**src/rtl/dff_pipe.sv**
```systemverilog
// dff_pipe: elastic DEPTH-stage register pipeline with valid/ready handshake.
// Empty stages collapse, so a stalled output only stalls upstream stages once
// every stage between them and the output is occupied. out_data/out_valid come
// straight from the last stage's flops; in_ready is the only combinational path
// from out_ready back to the input side.
module dff_pipe #(
  parameter int               WIDTH     = 8,
  parameter int               DEPTH     = 3,
  parameter logic [WIDTH-1:0] RESET_VAL = '0
) (
  input  logic                       clk,
  input  logic                       rst_n,
  input  logic                       clr,
  input  logic                       in_valid,
  output logic                       in_ready,
  input  logic [WIDTH-1:0]           in_data,
  output logic                       out_valid,
  input  logic                       out_ready,
  output logic [WIDTH-1:0]           out_data,
  output logic [$clog2(DEPTH+1)-1:0] count
);

  localparam int CNT_W = $clog2(DEPTH + 1);

  logic [DEPTH-1:0] valid_q;
  logic [DEPTH-1:0] valid_d;
  logic [WIDTH-1:0] data_q [DEPTH];
  logic [WIDTH-1:0] data_d [DEPTH];

  // Next-state for every stage plus in_ready, walking from the output stage
  // back to stage 0 so each stage sees whether its successor moves this cycle.
  always_comb begin : next_state
    logic adv;
    // NOTE: every combinational output gets a default first, so no path
    // through the block leaves a variable unassigned and no latch is inferred.
    valid_d  = valid_q;
    data_d   = data_q;
    in_ready = 1'b0;
    // The output stage advances (drops its word) whenever out_ready is high.
    adv = out_ready;
    for (int k = DEPTH - 1; k >= 1; k--) begin
      if (!valid_q[k] || adv) begin
        valid_d[k] = valid_q[k-1];
        // Data only moves with a valid word; a bubble leaves the old payload.
        if (valid_q[k-1]) begin
          data_d[k] = data_q[k-1];
        end
      end
      // Stage k-1 may advance exactly when stage k can take a new word.
      adv = !valid_q[k] || adv;
    end
    if (!valid_q[0] || adv) begin
      valid_d[0] = in_valid;
      if (in_valid) begin
        data_d[0] = in_data;
      end
    end
    // A reset in progress overrides clr; with all stages empty stage 0 is free.
    in_ready = (!valid_q[0] || adv) && !(clr && rst_n);
    // Flush drops every word but leaves the payload registers untouched.
    if (clr) begin
      valid_d = '0;
      data_d  = data_q;
    end
  end

  // Stage registers; reset empties the pipe and loads RESET_VAL everywhere.
  always_ff @(posedge clk or negedge rst_n) begin
    if (!rst_n) begin
      valid_q <= '0;
      // NOTE: the payload registers are reset here because out_data must show
      // RESET_VAL during reset; this is a small register array, not a RAM.
      for (int k = 0; k < DEPTH; k++) begin
        data_q[k] <= RESET_VAL;
      end
    end else begin
      // NOTE: non-blocking assignments so every stage samples its
      // predecessor's pre-edge value, independent of statement order.
      valid_q <= valid_d;
      data_q  <= data_d;
    end
  end

  // Occupancy is the population count of the stage valid bits.
  always_comb begin
    count = '0;
    for (int k = 0; k < DEPTH; k++) begin
      count = count + CNT_W'(valid_q[k]);
    end
  end

  assign out_valid = valid_q[DEPTH-1];
  assign out_data  = data_q[DEPTH-1];

endmodule

```
**config.mk**
```make
export PLATFORM = sky130hd
export DESIGN_NAME = dff_pipe
export DESIGN_NICKNAME = d
export VERILOG_FILES = /design/src/rtl/dff_pipe.sv
export SDC_FILE = /design/constraint.sdc
export NUM_CORES = 1
export LEC_CHECK = 0
export ABC_CLOCK_PERIOD_IN_PS = 2500
export CORE_MARGIN = 2
export CORE_UTILIZATION = 52
export CTS_CLUSTER_DIAMETER = 40
export DETAILED_ROUTE_END_ITERATION = 8
export GPL_TIMING_DRIVEN = 1
export PLACE_DENSITY_LB_ADDON = 0.15
export SYNTH_ARGS = -nofsm -noshare
export SYNTH_HDL_FRONTEND = slang
export SYNTH_SLANG_ARGS = --single-unit
```
**constraint.sdc**
```tcl
create_clock -name clk -period 2.5 [get_ports clk]
set_input_delay 0.5 -clock clk [delete_from_list [all_inputs] [get_ports clk]]
set_output_delay 0.5 -clock clk [all_outputs]
set_load 0.02 [all_outputs]
```
==> metrics.txt, run 1 <==
Num CTS Buffers 3; max cap viols 0; Pwr Total 1.14 mW; final net count 110; Worst path depth 4; Fin. Hold Viols 0; yosys warns 0; first-pass GRT wire length 2.87 mm; Mapped Area 1150 µm²; gr ovfl total 0; sequential fraction of the synthesis area 58.8%; non-filler cells, final 123; Rows 17; chain of cells forming the critical path clkdlybuf4s50_1 > and4b_1 > a21oi_1 > clkdlybuf4s50_1; Sink Count 27; core area 2150 µm²; dpl cells roughly 120; DRC Markers 0; Tcrit/Tclk final 96.6%; cts hold-fix bufs 0; outcome completed; critical path's largest stage delay 0.62 ns; Initial Utilization 53.5%; Critical Path Source Type primary input; final WL 1.69 mm; post-placement setup slack 0.0875 ns; ant diodes 0; Die Y 51 µm; WL per Instance 13.7 µm; vias in the first global route 631; Worst path slowest cell clkdlybuf4s50_1; drt first-iter violations 3; pwr dens 820 nW/µm²; RSZ-0062 raised after global routing false; Worst Skew 0.00371 ns; dpl hpwl 1.21 mm; Yosys reg bits 27; fill cell count 174; Finish-stage setup viols 0; crit path time final around 2.4 ns; vias per cell 4.97; final setup margin 0.0840 ns; Critical Path Most Common Cell clkdlybuf4s50_1; Final Max Slew Viols 0; clock latency on the worst-skew pair 0.31 ns; area grow syn2layout 20.8%; DRT Pass-1 Iters 2; WP data required 2.00 ns; IO Port Bufs 24; initial antenna violation count 0; PostCTS Resize Cnt 0; CP top delay family buffers and inverters; Slew @ Worst Pin 0.514 ns; LEAKAGE 0.628 nW; Cell variety after synth 14; Syn Nets 90; CTS tree yes; share of cells above drive strength 1 31.6%; die extent in x 51 µm; Sum Neg Setup Slack 0 ns; Root Driver clkbuf_4; total setup buffers inserted after CTS 0; vias 611; largest net degree at the start of global routing 28; GP Congestion 0.691; CP Class primary input to output pin; slew margin rel. around 66%; Critical Path AT 1.92 ns; HP Class flip-flop to flip-flop; Post-Synthesis Cells 76; mean area per synthesized cell ~15 µm²; R2R cell count 3; # H-tree levels 1; CP max FO 3; GRT Util Overall 15.6%; Buffers & Inverters on Critical Path 2; worst hold slack about 0.52 ns; hold depth 1; max frequency 0.414 GHz; Setup crit end kind output pin; CTS max path bufs 2; Antenna Nets Post-Route 0; maximum vdd ir drop just over 0.4 mV; I/O pin cnt 25; Worst-path clk slew 0.13 ns; die area approximately 2600 µm²
==> cell type report <==
| cell class | count | area, µm² | area share [%] |
|---|---|---|---|
| clock buffers | 4 | 26.3 | 1.89 |
| multi-input cells | 37 | 392 | 28.2 |
| flip-flops and latches | 27 | 676 | 48.7 |
| repair buffers | 26 | 255 | 18.4 |
| inverters | 1 | 3.75 | 0.271 |
| well taps | 28 | 35.0 | 2.52 |
==> per-stage QoR <==
step	utilization [%]	area, µm²
after floorplan	-	1150
after detailed placement	63.4	1360
final	64.6	1390
after global routing	64.6	1390
after CTS	64.6	1390
after global placement	63.4	1360
==> cells in the mapped netlist <==
cell type / instances / share of area (%)
and4b_1: 1 / 0.87
buf_4: 9 / 5.9
or3b_2: 1 / 0.76
nor2b_1: 1 / 0.55
dfrtp_1: 27 / 59
fa_1: 1 / 1.7
nor2_1: 5 / 1.6
mux2_2: 16 / 16
mux2_4: 8 / 10
a211o_1: 1 / 0.76
buf_2: 2 / 0.87
inv_1: 1 / 0.33
a21oi_1: 2 / 0.87
or3b_1: 1 / 0.76
==> cell usage in the layout (no fill, tap or decap), drive strengths merged <==
cell and n:
a211o 1, a21oi 2, and4b 1, buf 2, clkbuf 4, clkdlybuf4s50 24
dfrtp 27, fa 1, inv 1, mux2 24, nor2 5, nor2b 1
or3b 2
==> sequential cells by signal, indices dropped and copies added, names as in the netlist <==
signal	cells
data_q	16
out_data	8
valid_q	3
==> power by group <==
part           total, mW  switching (mW)  internal [mW]
clock              0.180           0.117         0.0623
combinational      0.358           0.143          0.214
sequential         0.601          0.0537          0.547
==> layer usage <==
layer / GRT usage (%) / up-vias / wire [µm]
met1: 19.9 / 300 / 784
met4: 8.11 / 0 / 32
li1: - / 288 / -
met3: 2.63 / 4 / 80
met5: 0 / - / 0
met2: 25.5 / 19 / 793
==> final timing paths <==
check                            from    endpoint  slack [ns]
hold / removal             data_q[11]  data_q[11]        0.52
min in group asynchronous       rst_n  data_q[18]        0.64
setup reg to reg           valid_q[1]  data_q[18]        0.73
max in group asynchronous       rst_n  data_q[10]        1.62
setup / recovery            out_ready    in_ready        0.08
hold reg to reg            data_q[11]  data_q[11]        0.52
==> kinds of logic (layout without fill, tap and decap cells) <==
logic type,after synthesis,count (layout),synth area share (%)
DFF,27,27,58.8
muxes,24,24,26.1
buffers and inverters,12,31,7.08
and+or+nand+nor,9,9,4.58
AOI/OAI and AO/OA,3,3,1.63
adders and majority gates,1,1,1.74
Note: power is estimated with default switching activity, not from simulation.
==> run 2: changes to the inputs <==
--- a/config.mk
+++ b/config.mk
@@ -7,7 +7,8 @@
 export LEC_CHECK = 0
 export ABC_CLOCK_PERIOD_IN_PS = 2500
 export CORE_MARGIN = 2
-export CORE_UTILIZATION = 52
+export CORE_UTILIZATION = 55
+export CTS_BUF_LIST = sky130_fd_sc_hd__clkbuf_8
 export CTS_CLUSTER_DIAMETER = 40
 export DETAILED_ROUTE_END_ITERATION = 8
 export GPL_TIMING_DRIVEN = 1
==> metrics.txt, run 2 (synthesis gave the netlist of run 1 again) <==
outcome completed; Finish-stage setup viols 0 (unchanged); Sw Share 28.0% (+0.42 points); Critical Path Source Type flip-flop; total setup buffers inserted after CTS 0 (unchanged); Sink Count 27 (unchanged); max cap viols 0 (unchanged); drt first-iter violations 6 (+3); WP data required 2.00 ns (about the same); vias 619 (+1.3%); dpl hpwl 1.34 mm (+10%); IO Port Bufs 24 (unchanged); CP top delay family buffers and inverters; DRC Markers 0 (unchanged); Rows 16 (-1); Flop pwr share 49.8% (-3.0 points); area grow syn2layout 22.9%; share of cells above drive strength 1 32.6% (+1.1 points); Initial Utilization 58.5% (+5.1 points); Pint 875 µW (+6.2%); Antenna Nets Post-Route 0 (unchanged); Buffers & Inverters on Critical Path 1 (-1); DRT Pass-1 Iters 3 (+1); die extent in x 49.7 µm (-2.5%); Setup crit end kind output pin; GRT Util Overall 18.0% (+2.4 points); PostCTS Resize Cnt 0 (unchanged); final net count 110 (unchanged); cts hold-fix bufs 0 (unchanged); Fin. Hold Viols 0 (unchanged); clock power share 20.5% (+4.7 points); maximum vdd ir drop 0.676 mV (+66%); Slew @ Worst Pin 0.512 ns (-0.00161 ns); Comb pwr share 29.8% (-1.6 points); pwr dens 862 nW/µm² (+5.1%); initial antenna violation count 0 (unchanged); most frequent cells in the layout dfrtp_1, clkdlybuf4s50_1, mux2_2; Tcrit/Tclk final 93.5% (-3.2 points); final WL 1.80 mm (+6.6%); HP Class flip-flop to flip-flop; max frequency 0.428 GHz (+3.4%); ant diodes 0 (unchanged); GP Congestion 0.726 (+5.0%); # H-tree levels 1 (unchanged); I/O pin cnt 25 (unchanged); die area 2470 µm² (-5.0%); worst hold slack 0.509 ns (-0.00769 ns); non-filler cells, final 122 (-0.81%); Critical Path AT 1.84 ns (-0.08 ns); dpl cells 118 (-0.84%); Worst Skew 0.00670 ns (+0.00299 ns); Worst path slowest cell clkdlybuf4s50_1; CTS max path bufs 2 (unchanged); Worst-path clk slew 0.09 ns (-0.04 ns); Top reg by flops data_q; vias per cell 5.07 (+2.1%); Num CTS Buffers 3 (unchanged); NetSw 341 µW (+8.5%); Die Y 49.7 µm (-2.5%); max reg flops 16 (unchanged); largest net degree at the start of global routing 28 (unchanged); crit path time final 2.34 ns (-0.0792 ns); first-pass GRT wire length 3.09 mm (+7.7%); LEAKAGE 0.639 nW (+1.8%); Root Driver clkbuf_8; slew margin rel. 65.9% (+0.11 points); CP Class flip-flop to output pin; WL per Instance 14.8 µm (+7.5%); critical path's largest stage delay 0.59 ns (-0.03 ns); commonest non-fill, non-tap cell in the layout dfrtp_1; clock latency on the worst-skew pair 0.27 ns (-0.04 ns); CTS tree yes; Final Max Slew Viols 0 (unchanged); Sum Neg Setup Slack 0 ns (unchanged); gr ovfl total 0 (unchanged); chain of cells forming the critical path fa_1 > clkdlybuf4s50_1; core area 1960 µm² (-8.7%); CP max FO 4 (+1); RSZ-0062 raised after global routing false; vias in the first global route 654 (+3.6%)
[run 2: cell types whose count changed in the layout (fill, tap and decap cells not counted)]
cell,before,now
dlymetal6s2s_1,0,1
clkbuf_8,0,3
clkdlybuf4s50_1,24,23
clkbuf_4,3,0
clkinvlp_4,0,1
clkbuf_1,1,0
[run 2: final timing paths]
path	depth (start not counted)	startpoint	slack, ns	to
setup / recovery	2	valid_q[2]	0.16	count[0]
hold / removal	1	data_q[9]	0.51	data_q[9]
setup reg to reg	3	valid_q[1]	0.72	data_q[23]
hold reg to reg	1	data_q[9]	0.51	data_q[9]
max in group asynchronous	2	rst_n	1.60	data_q[21]
min in group asynchronous	2	rst_n	0.65	out_data[1]
[run 2: power by group through the flow]
stage,clock [mW],sequential (mW),combinational [mW]
floorplan,0,0.596,0.284
global placement,0,0.608,0.354
detailed placement,0,0.616,0.367
CTS,0.254,0.607,0.367
global route,0.273,0.619,0.387
finish,0.249,0.605,0.362
[run 2: through the flow]
step	utilization, %	worst slack (ns)	area, µm²	total power, mW
3_3_place_gp	69.3	0.0836	1360	0.962
5_1_grt	71.9	0.0866	1410	1.28
6_report	71.9	0.163	1410	1.22
3_5_place_dp	69.3	0.0731	1360	0.983
4_1_cts	71.8	0.0694	1410	1.23
2_1_floorplan	-	0.859	1150	0.880
[run 2: final cells by class]
type,instances,area [µm²]
clock buffers,3,41.3
clock inverters,1,7.51
fillers,152,551
inverters,1,3.75
multi-input cells,37,392
flip-flops and latches,27,676
well taps,27,33.8
repair buffers,26,258
[run 2: per-layer routing]
layer,routed length [µm],vias up,GRT usage (%)
met5,0,-,0
met4,55,0,12.5
met3,62,4,3.94
met2,910,13,28.2
met1,774,309,22.0
li1,-,293,-
==> run 3: changes to the inputs <==
--- a/config.mk
+++ b/config.mk
@@ -5,9 +5,9 @@
 export SDC_FILE = /design/constraint.sdc
 export NUM_CORES = 1
 export LEC_CHECK = 0
-export ABC_CLOCK_PERIOD_IN_PS = 2500
+export ABC_CLOCK_PERIOD_IN_PS = 2260
 export CORE_MARGIN = 2
-export CORE_UTILIZATION = 55
+export CORE_UTILIZATION = 51
 export CTS_BUF_LIST = sky130_fd_sc_hd__clkbuf_8
 export CTS_CLUSTER_DIAMETER = 40
 export DETAILED_ROUTE_END_ITERATION = 8
==> constraint.sdc (replaced) <==
create_clock -name clk -period 2.26 [get_ports clk]
set_input_delay 0.452 -clock clk [delete_from_list [all_inputs] [get_ports clk]]
set_output_delay 0.452 -clock clk [all_outputs]
set_load 0.02 [all_outputs]
==> metrics.txt, run 3 (synthesis gave the netlist of run 1 again) <==
initial antenna violation count 0 (unchanged); LEAKAGE 0.656 nW (+2.7%); fill cell count 167 (+9.9%); post-placement setup slack -0.0882 ns (-0.161 ns); slew margin rel. 78.1% (+12 points); gr ovfl total 0 (unchanged); DRT Pass-1 Iters 4 (+1); HP Class flip-flop to flip-flop; Critical Path Source Type flip-flop; Core Util, Final 65.7% (-6.2 points); clock latency on the worst-skew pair 0.27 ns (about the same); Flop pwr share 50.6% (+0.8 points); DRC Markers 0 (unchanged); most frequent cells in the layout dfrtp_1, clkdlybuf4s50_1, mux2_2; die extent in x 51.5 µm (+3.5%); area grow syn2layout 24.2%; # H-tree levels 1 (unchanged); Antenna Nets Post-Route 0 (unchanged); outcome completed; Sw Share 27.0% (-1.0 points); Final Max Slew Viols 0 (unchanged); WP data required 1.81 ns (-0.19 ns); GP Congestion 0.696 (-4.1%); I/O pin cnt 25 (unchanged); register area 676 µm² (unchanged); maximum vdd ir drop 0.693 mV (+2.5%); final WL 1.76 mm (-2.6%); cts hold-fix bufs 0 (unchanged); CTS max path bufs 2 (unchanged); Comb pwr share 29.8% (about the same); max reg flops 16 (unchanged); dpl hpwl 1.28 mm (-4.0%); die area 2650 µm² (+7.2%); Die Y 51.5 µm (+3.5%); max cap viols 0 (unchanged); final net count 113 (+2.7%); vias 647 (+4.5%); final setup margin 0.143 ns (-0.0207 ns); Worst-path clk slew 0.08 ns (about the same); drt first-iter violations 1 (-5); ant diodes 0 (unchanged); Buffers & Inverters on Critical Path 1 (unchanged); total setup buffers inserted after CTS 0 (unchanged); Tcrit/Tclk final 93.7%; vias in the first global route 653 (-0.15%); Worst path slowest cell clkdlybuf4s50_1; largest net degree at the start of global routing 28 (unchanged); CP Class flip-flop to output pin; Root Driver clkbuf_8; Fin. Hold Viols 0 (unchanged); WL per Instance 13.9 µm (-5.7%); clock power share 19.6% (-0.9 points); pwr dens 926 nW/µm² (+7.4%); commonest non-fill, non-tap cell in the layout dfrtp_1; first-pass GRT wire length 3.02 mm (-2.2%); Sink Count 27 (unchanged); core area 2170 µm² (+11%); Critical Path AT 1.67 ns (-0.17 ns); Top reg by flops data_q; Num CTS Buffers 3 (unchanged); Setup crit end kind output pin; Pint 964 µW (+10%); dpl cells 122 (+3.4%); non-filler cells, final 126 (+3.3%); NetSw 356 µW (+4.6%); Finish-stage setup viols 0 (unchanged); max frequency 0.472 GHz; crit path time final 2.12 ns; RSZ-0062 raised after global routing false; Worst Skew 0.00199 ns (-0.00471 ns); IO Port Bufs 24 (unchanged); CP top delay family buffers and inverters; footprint of the multi-input gates 392 µm² (unchanged); chain of cells forming the critical path fa_1 > clkdlybuf4s50_1; critical path's largest stage delay 0.54 ns (-0.05 ns); GRT Util Overall 16.7% (-1.2 points); Initial Utilization 52.9% (-5.6 points); share of cells above drive strength 1 33.7% (+1.0 points); vias per cell 5.13 (+1.2%); CTS tree yes; Rows 17 (+1); CP max FO 4 (unchanged); Slew @ Worst Pin 0.329 ns (-0.183 ns)
run 3: cell count changes in the layout (fill, tap and decap cells not counted), sizes merged:
cell	change
clkinvlp	-1
dlymetal6s2s	-1
inv	+1
clkdlybuf4s50	-1
dlygate4sd2	+2
buf	+3
run 3: path summary, 6_finish.rpt:
check,cells after the start,slack [ns],start,to
max reg2reg,5,0.44,valid_q[1],data_q[16]
max in group asynchronous,2,1.38,rst_n,data_q[17]
min reg2reg,1,0.51,data_q[13],out_data[5]
min,1,0.51,data_q[13],out_data[5]
min in group asynchronous,2,0.63,rst_n,out_data[7]
max,2,0.14,valid_q[2],count[1]
run 3: power by group through the flow:
stage	combinational (mW)	sequential (mW)	clock, mW
after floorplan	0.314	0.659	0
after global placement	0.393	0.672	0
after detailed placement	0.402	0.680	0
after CTS	0.400	0.671	0.270
after global routing	0.422	0.689	0.292
final	0.394	0.668	0.259
run 3: timing repair:
item,CTS,global route
hold endpoints to repair,0,0
endpoints found under the setup margin,2,0
gates resized for setup,2,0
run 3: metrics by stage:
| step | area (µm²) | hold WS, ns | power, mW | TNS (ns) |
|---|---|---|---|---|
| 6_report | 1430 | 0.505 | 1.32 | 0 |
| 5_1_grt | 1430 | 0.524 | 1.40 | 0 |
| 4_1_cts | 1430 | 0.510 | 1.34 | 0 |
| 3_5_place_dp | 1380 | 0.490 | 1.08 | -0.339 |
| 3_3_place_gp | 1380 | 0.483 | 1.06 | -0.0450 |
| 2_1_floorplan | 1150 | 0.156 | 0.974 | 0 |
run 3: routing by layer:
layer	vias up	share of wire, %	global-route usage [%]
met2	22	50	26.3
met5	-	0	0
met4	0	3.5	11.4
met3	7	4.1	3.80
li1	297	-	-
met1	321	43	20.4
run 3: final cells by class:
| type | instances | share of cell area [%] |
|---|---|---|
| clock buffers | 3 | 2.89 |
| clock inverters | 1 | 0.263 |
| inverters | 1 | 0.263 |
| flip-flops and latches | 27 | 47.4 |
| repair buffers | 29 | 19.3 |
| well taps | 28 | 2.46 |
| multi-input cells | 37 | 27.5 |
